`src/rtl/instr_fetch_ctrl.sv`:
```
// instr_fetch_ctrl: fetch sequencer for a combinational 32-bit instruction memory.
// Optional fetch counter under INSTR_COUNT_EN. Rev 1.0
`default_nettype none

module instr_fetch_ctrl #(
  parameter int          ADDR_W     = 10,
  parameter int          DATA_W     = 32,
  parameter int          PROG0_BASE = 1,
  parameter int          PROG1_BASE = 15,
  parameter int          PROG2_BASE = 30,
  parameter int          MEM_LAST   = 80,
  parameter logic [5:0]  HALT_OPC   = 6'b111111
) (
  input  logic              clock,
  input  logic              reset_n,
  input  logic              start,
  input  logic [1:0]        prog_sel,
  input  logic              stall,
  input  logic              halt_req,
  input  logic              redirect_valid,
  input  logic [ADDR_W-1:0] redirect_addr,
  output logic [ADDR_W-1:0] mem_address,
  input  logic [DATA_W-1:0] mem_instr,
  output logic [DATA_W-1:0] instr,
  output logic              instr_valid,
  output logic [ADDR_W-1:0] pc,
  output logic              busy,
  output logic              fault,
  output logic [15:0]       fetch_count
);

  typedef enum logic [1:0] {IDLE, FETCH, HALTED, FAULT} state_t;

  state_t            state, state_nxt;
  logic [ADDR_W-1:0] pc_nxt;
  logic [DATA_W-1:0] instr_nxt;
  logic              valid_nxt;
  logic              fault_nxt;
  logic [ADDR_W-1:0] last_addr;

  assign last_addr   = ADDR_W'(MEM_LAST);
  assign mem_address = pc;
  assign busy        = (state == FETCH);

  always_ff @(posedge clock or negedge reset_n) begin
    if (!reset_n) begin
      state       <= IDLE;
      pc          <= '0;
      instr       <= '0;
      instr_valid <= 1'b0;
      fault       <= 1'b0;
    end else begin
      state       <= state_nxt;
      pc          <= pc_nxt;
      instr       <= instr_nxt;
      instr_valid <= valid_nxt;
      fault       <= fault_nxt;
    end
  end

  always_comb begin
    state_nxt = state;
    pc_nxt    = pc;
    instr_nxt = instr;
    valid_nxt = instr_valid;
    fault_nxt = fault;
    case (state)
      FETCH: begin
        if (halt_req) begin
          state_nxt = HALTED;
          valid_nxt = 1'b0;
        end else if (stall) begin
          // Everything holds; a concurrent redirect must be re-presented later.
          state_nxt = FETCH;
        end else if (redirect_valid) begin
          valid_nxt = 1'b0;
          if (redirect_addr > last_addr) begin
            state_nxt = FAULT;
            fault_nxt = 1'b1;
          end else begin
            pc_nxt = redirect_addr;
          end
        end else begin
          instr_nxt = mem_instr;
          valid_nxt = 1'b1;
          if (mem_instr[DATA_W-1 -: 6] == HALT_OPC) begin
            state_nxt = HALTED;
          end else if (pc == last_addr) begin
            state_nxt = FAULT;
            fault_nxt = 1'b1;
          end else begin
            pc_nxt = pc + ADDR_W'(1);
          end
        end
      end
      default: begin
        valid_nxt = 1'b0;
        if (start) begin
          case (prog_sel)
            2'd0: begin pc_nxt = ADDR_W'(PROG0_BASE); fault_nxt = 1'b0; state_nxt = FETCH; end
            2'd1: begin pc_nxt = ADDR_W'(PROG1_BASE); fault_nxt = 1'b0; state_nxt = FETCH; end
            2'd2: begin pc_nxt = ADDR_W'(PROG2_BASE); fault_nxt = 1'b0; state_nxt = FETCH; end
            default: begin state_nxt = FAULT; fault_nxt = 1'b1; end
          endcase
        end
      end
    endcase
  end

`ifdef INSTR_COUNT_EN
  logic        count_inc;
  logic        count_clr;
  logic [15:0] count_q;

  assign count_inc = (state == FETCH) && !halt_req && !stall && !redirect_valid;
  assign count_clr = (state != FETCH) && start && (prog_sel != 2'd3);

  always_ff @(posedge clock or negedge reset_n) begin
    if (!reset_n) begin
      count_q <= '0;
    end else if (count_clr) begin
      count_q <= '0;
    end else if (count_inc && (count_q != 16'hFFFF)) begin
      count_q <= count_q + 16'd1;
    end
  end

  assign fetch_count = count_q;
`else
  assign fetch_count = '0;
`endif

endmodule

`default_nettype wire

```
`config.mk`:
```
export PLATFORM = sky130hd
export DESIGN_NAME = instr_fetch_ctrl
export DESIGN_NICKNAME = d
export VERILOG_FILES = /design/src/rtl/instr_fetch_ctrl.sv
export SDC_FILE = /design/constraint.sdc
export NUM_CORES = 1
export LEC_CHECK = 0
export BUFFER_PORTS_ARGS = -buffer_cell sky130_fd_sc_hd__buf_2
export CAP_MARGIN = 5
export CORE_MARGIN = 2
export CORE_UTILIZATION = 50
export CTS_CLUSTER_SIZE = 10
export DETAILED_ROUTE_END_ITERATION = 8
export HOLD_SLACK_MARGIN = 0.08
export MAX_ROUTING_LAYER = met4
export PLACE_DENSITY = 0.85
export SYNTH_ARGS = -nofsm -noshare
export SYNTH_HDL_FRONTEND = slang
export SYNTH_SLANG_ARGS = --single-unit
```
`constraint.sdc`:
```
create_clock -name clock -period 2.9 [get_ports clock]
set_clock_uncertainty 0.1 [all_clocks]
set_input_delay 0.58 -clock clock [delete_from_list [all_inputs] [get_ports clock]]
set_output_delay 0.58 -clock clock [all_outputs]
set_load 0.05 [all_outputs]
```
==> summary.md <==
| Metric | Value |
|---|---|
| Starting density of the core | 0.5255 |
| Worst Setup End Kind | flop |
| Routed WL per cell | 13.17 um |
| Cell area after synthesis | approximately 2500 um^2 |
| Crit path required time | 3000 ps |
| Placed cells | about 450 |
| # diodes | 0 |
| Initial antenna violation count | 0 |
| R2r setup slk | 760 ps |
| Worst skew pair latency | around 300 ps |
| Max Fclk | ~0.47 GHz |
| Synth top area cells | dfrtp_1 (45%), nand2_1 (16%), buf_4 (7.7%) |
| # IOs | 121 |
| Vias in the first global route | 2,118 |
| Commonest cells in the netlist | nand2_1 (109), dfrtp_1 (46), buf_4 (26) |
| Syn Inst Count | between 200 and 300 |
| Tcrit/Tclk final | 0.7369 |
| Tmin final | roughly 2100 ps |
| CTS Hold Bufs | 0 |
| Fin Hold WS | roughly 360 ps |
| Clock H-tree levels | 2 |
| First DRT Iteration DRCs | 230 |
| Synth area leader | dfrtp_1 |
| Post-CTS Setup Bufs | 0 |
| CTS buffer count | 5 |
| Top-area cell type share of the netlist area | 0.4548 |
| Reg2reg end | mem_address[2] |
| Critical path class | reg2reg |
| Antenna-violating nets left | 0 |
| HPWL after detailed placement | 4.371 mm |
| Core ar. | around 4800 um^2 |
| Area grow syn2layout | 20.91% |
| Worst R2R Start | mem_address[7] |
| WL final | ~6 mm |
| GRT Resource Usage Total | 0.2217 |
| Final setup fails | 0 |
| DRT Pass-1 Iters | 4 |
| Nets | around 440 |
| Slew Limit Headroom | 0.3111 |
| Maxcap violations | 0 |
| Final hold vios | 0 |
| Vias/cell | 5.088 |
| Slew @ Worst Pin | 1033 ps |
| Outcome | complete, no violations |
| Seq/Total Area, Yosys | 0.4548 |
| Post-Layout Cell Count | 454 |
| Critical Path AT | roughly 2200 ps |
| CTS sink count | 46 |
| Gpl congestion | around 0.92 |
| Critical path startpoint category | flop |
| #FFs+latches synth | 46 |
| # rows | 25 |
| Crit Path Max Fanout | 7 |
| Post-synth cell types | 46 |
| Clk slew on worst S/H paths | approximately 90 ps |
| Post-layout instance area | 3060 um^2 |
| Port buffer count | 104 |
| Die extent in x | ~75 um |
| FILL cells | about 440 |
| Min-delay worst type | in2async |
| Warnings from Yosys | 0 |
| Total power | between 3 and 4 mW |
| Largest net degree at the start of global routing | 47 |
| Layout cells sized above 1 | 0.3230 |
| Fraction of registers with async set/reset | 1.000 |
| First-pass GRT wire length | ~9.4 mm |
| Chip height | between 70 and 80 um |
| Number of synthesized flops with an enable pin | 0 |
| CTS Buffer Depth | 2 |
| P_leak | about 1.7 nW |
| Power density over the cells | 1219 nW/um^2 |
| Critical Path Source | mem_address[7] |
| Area post-placement | roughly 3000 um^2 |
| Mapped Avg Cell Area | approximately 8.6 um^2 |
| Crit path to | mem_address[2] |
| Die area | ~5600 um^2 |
| Grt ovf | 0 |
| Remaining DRCs | 0 |
| CTS tree | yes |
| Primary FF master, synth | dfrtp_1 |
| RSZ-0062 raised after global routing | false |
| Clk root buf | clkbuf_8 |
| Reg2Reg Depth | 5 |
| Top-count cell post-synth | nand2_1 |
| Fin Setup TNS | 0 ps |
| Max Slew Vio Count | 0 |
| Vias | 2,310 |
| Maximum VDD drop | between 0.0006 and 0.0007 V |
| PostCTS Resize Cnt | 0 |
[layout make-up]
cell class / count / area, um^2 / area share
Timing Repair Buffer: 107 / 543.0 / 0.1774
Sequential cell: 46 / 1151 / 0.3761
Clock inverter: 3 / 21.27 / 0.006950
Inverter: 13 / 51.30 / 0.01676
Multi-Input combinational cell: 213 / 1141 / 0.3729
Clock buffer: 5 / 68.82 / 0.02249
Tap cell: 67 / 83.83 / 0.02739
[metrics by stage]
step | setup slack, ps | utilization
3_3_place_gp | 651.4 | 0.6166
3_5_place_dp | 620.5 | 0.6166
6_report | 762.9 | 0.6353
5_1_grt | 687.1 | 0.6353
2_1_floorplan | 663.9 | -
4_1_cts | 765.6 | 0.6353
[sequential cells by signal (all words and copies together) (netlist names)]
signal,cells
fault,1
state,2
mem_address,10
instr,32
instr_valid,1
[cell families (layout without fill, tap and decap cells)]
| family | after synthesis | in the layout | synth area share |
|---|---|---|---|
| other | 1 | 16 | 0.001482 |
| AO/OA/AOI/OAI | 41 | 41 | 0.1177 |
| multiplexers | 5 | 5 | 0.02373 |
| flip-flops | 46 | 46 | 0.4548 |
| buffers and inverters | 50 | 128 | 0.1167 |
| AND/OR/NAND/NOR | 143 | 143 | 0.2477 |
| adder cells (fa/ha/maj) | 7 | 7 | 0.03460 |
| XOR/XNOR | 1 | 1 | 0.003461 |
[layout by cell type (no fill, tap or decap), types with 2 or more instances in the layout]
cell | Yosys | layout
nand2_1 | 109 | 109
buf_2 | 0 | 104
dfrtp_1 | 46 | 46
conb_1 | 1 | 16
inv_1 | 11 | 11
o21ai_0 | 11 | 11
nor3_1 | 7 | 7
ha_1 | 7 | 7
nor2_1 | 6 | 6
a21oi_1 | 5 | 5
a31oi_1 | 5 | 5
clkbuf_8 | 0 | 5
and3_1 | 4 | 4
nand3_1 | 3 | 3
mux2i_1 | 3 | 3
nor4_1 | 3 | 3
a221oi_1 | 3 | 3
buf_4 | 26 | 3
a22oi_1 | 2 | 2
o21a_1 | 2 | 2
a41oi_1 | 2 | 2
nand4_1 | 2 | 2
mux2_4 | 2 | 2
[worst min-delay path by stage]
stage	to	slack [ps]	cells past startpoint
2_1_floorplan	fault	180	0
3_3_place_gp	instr[6]	350	2
3_5_place_dp	instr[12]	360	2
4_1_cts	instr[5]	350	3
5_1_grt	instr[7]	360	3
6_report	mem_address[0]	360	1
[worst max-delay path, cell delays in order, from the launching register on]
cell and delay, ps:
dfrtp_1 450, or4_4 570, nor4b_4 360, o21ai_2 110
nand2_4 140, mux2_4 300
[report_power, final]
part / internal, mW / leakage [nW] / total (mW) / switching (mW)
Combinational: 0.535 / 1.08 / 2.23 / 1.69
Sequential: 0.910 / 0.575 / 1.11 / 0.198
Clock: 0.170 / 0.0441 / 0.398 / 0.228
Total: 1.62 / 1.70 / 3.73 / 2.12
[routing by layer]
layer / up-vias / track usage / wire length [um]
li1: 1123 / - / -
met1: 1088 / 0.2813 / 2568
met2: 91 / 0.3645 / 2947
met3: 8 / 0.04150 / 388
met4: 0 / 0.06238 / 72
met5: - / - / 0
Power figures use the tool's default switching activity.
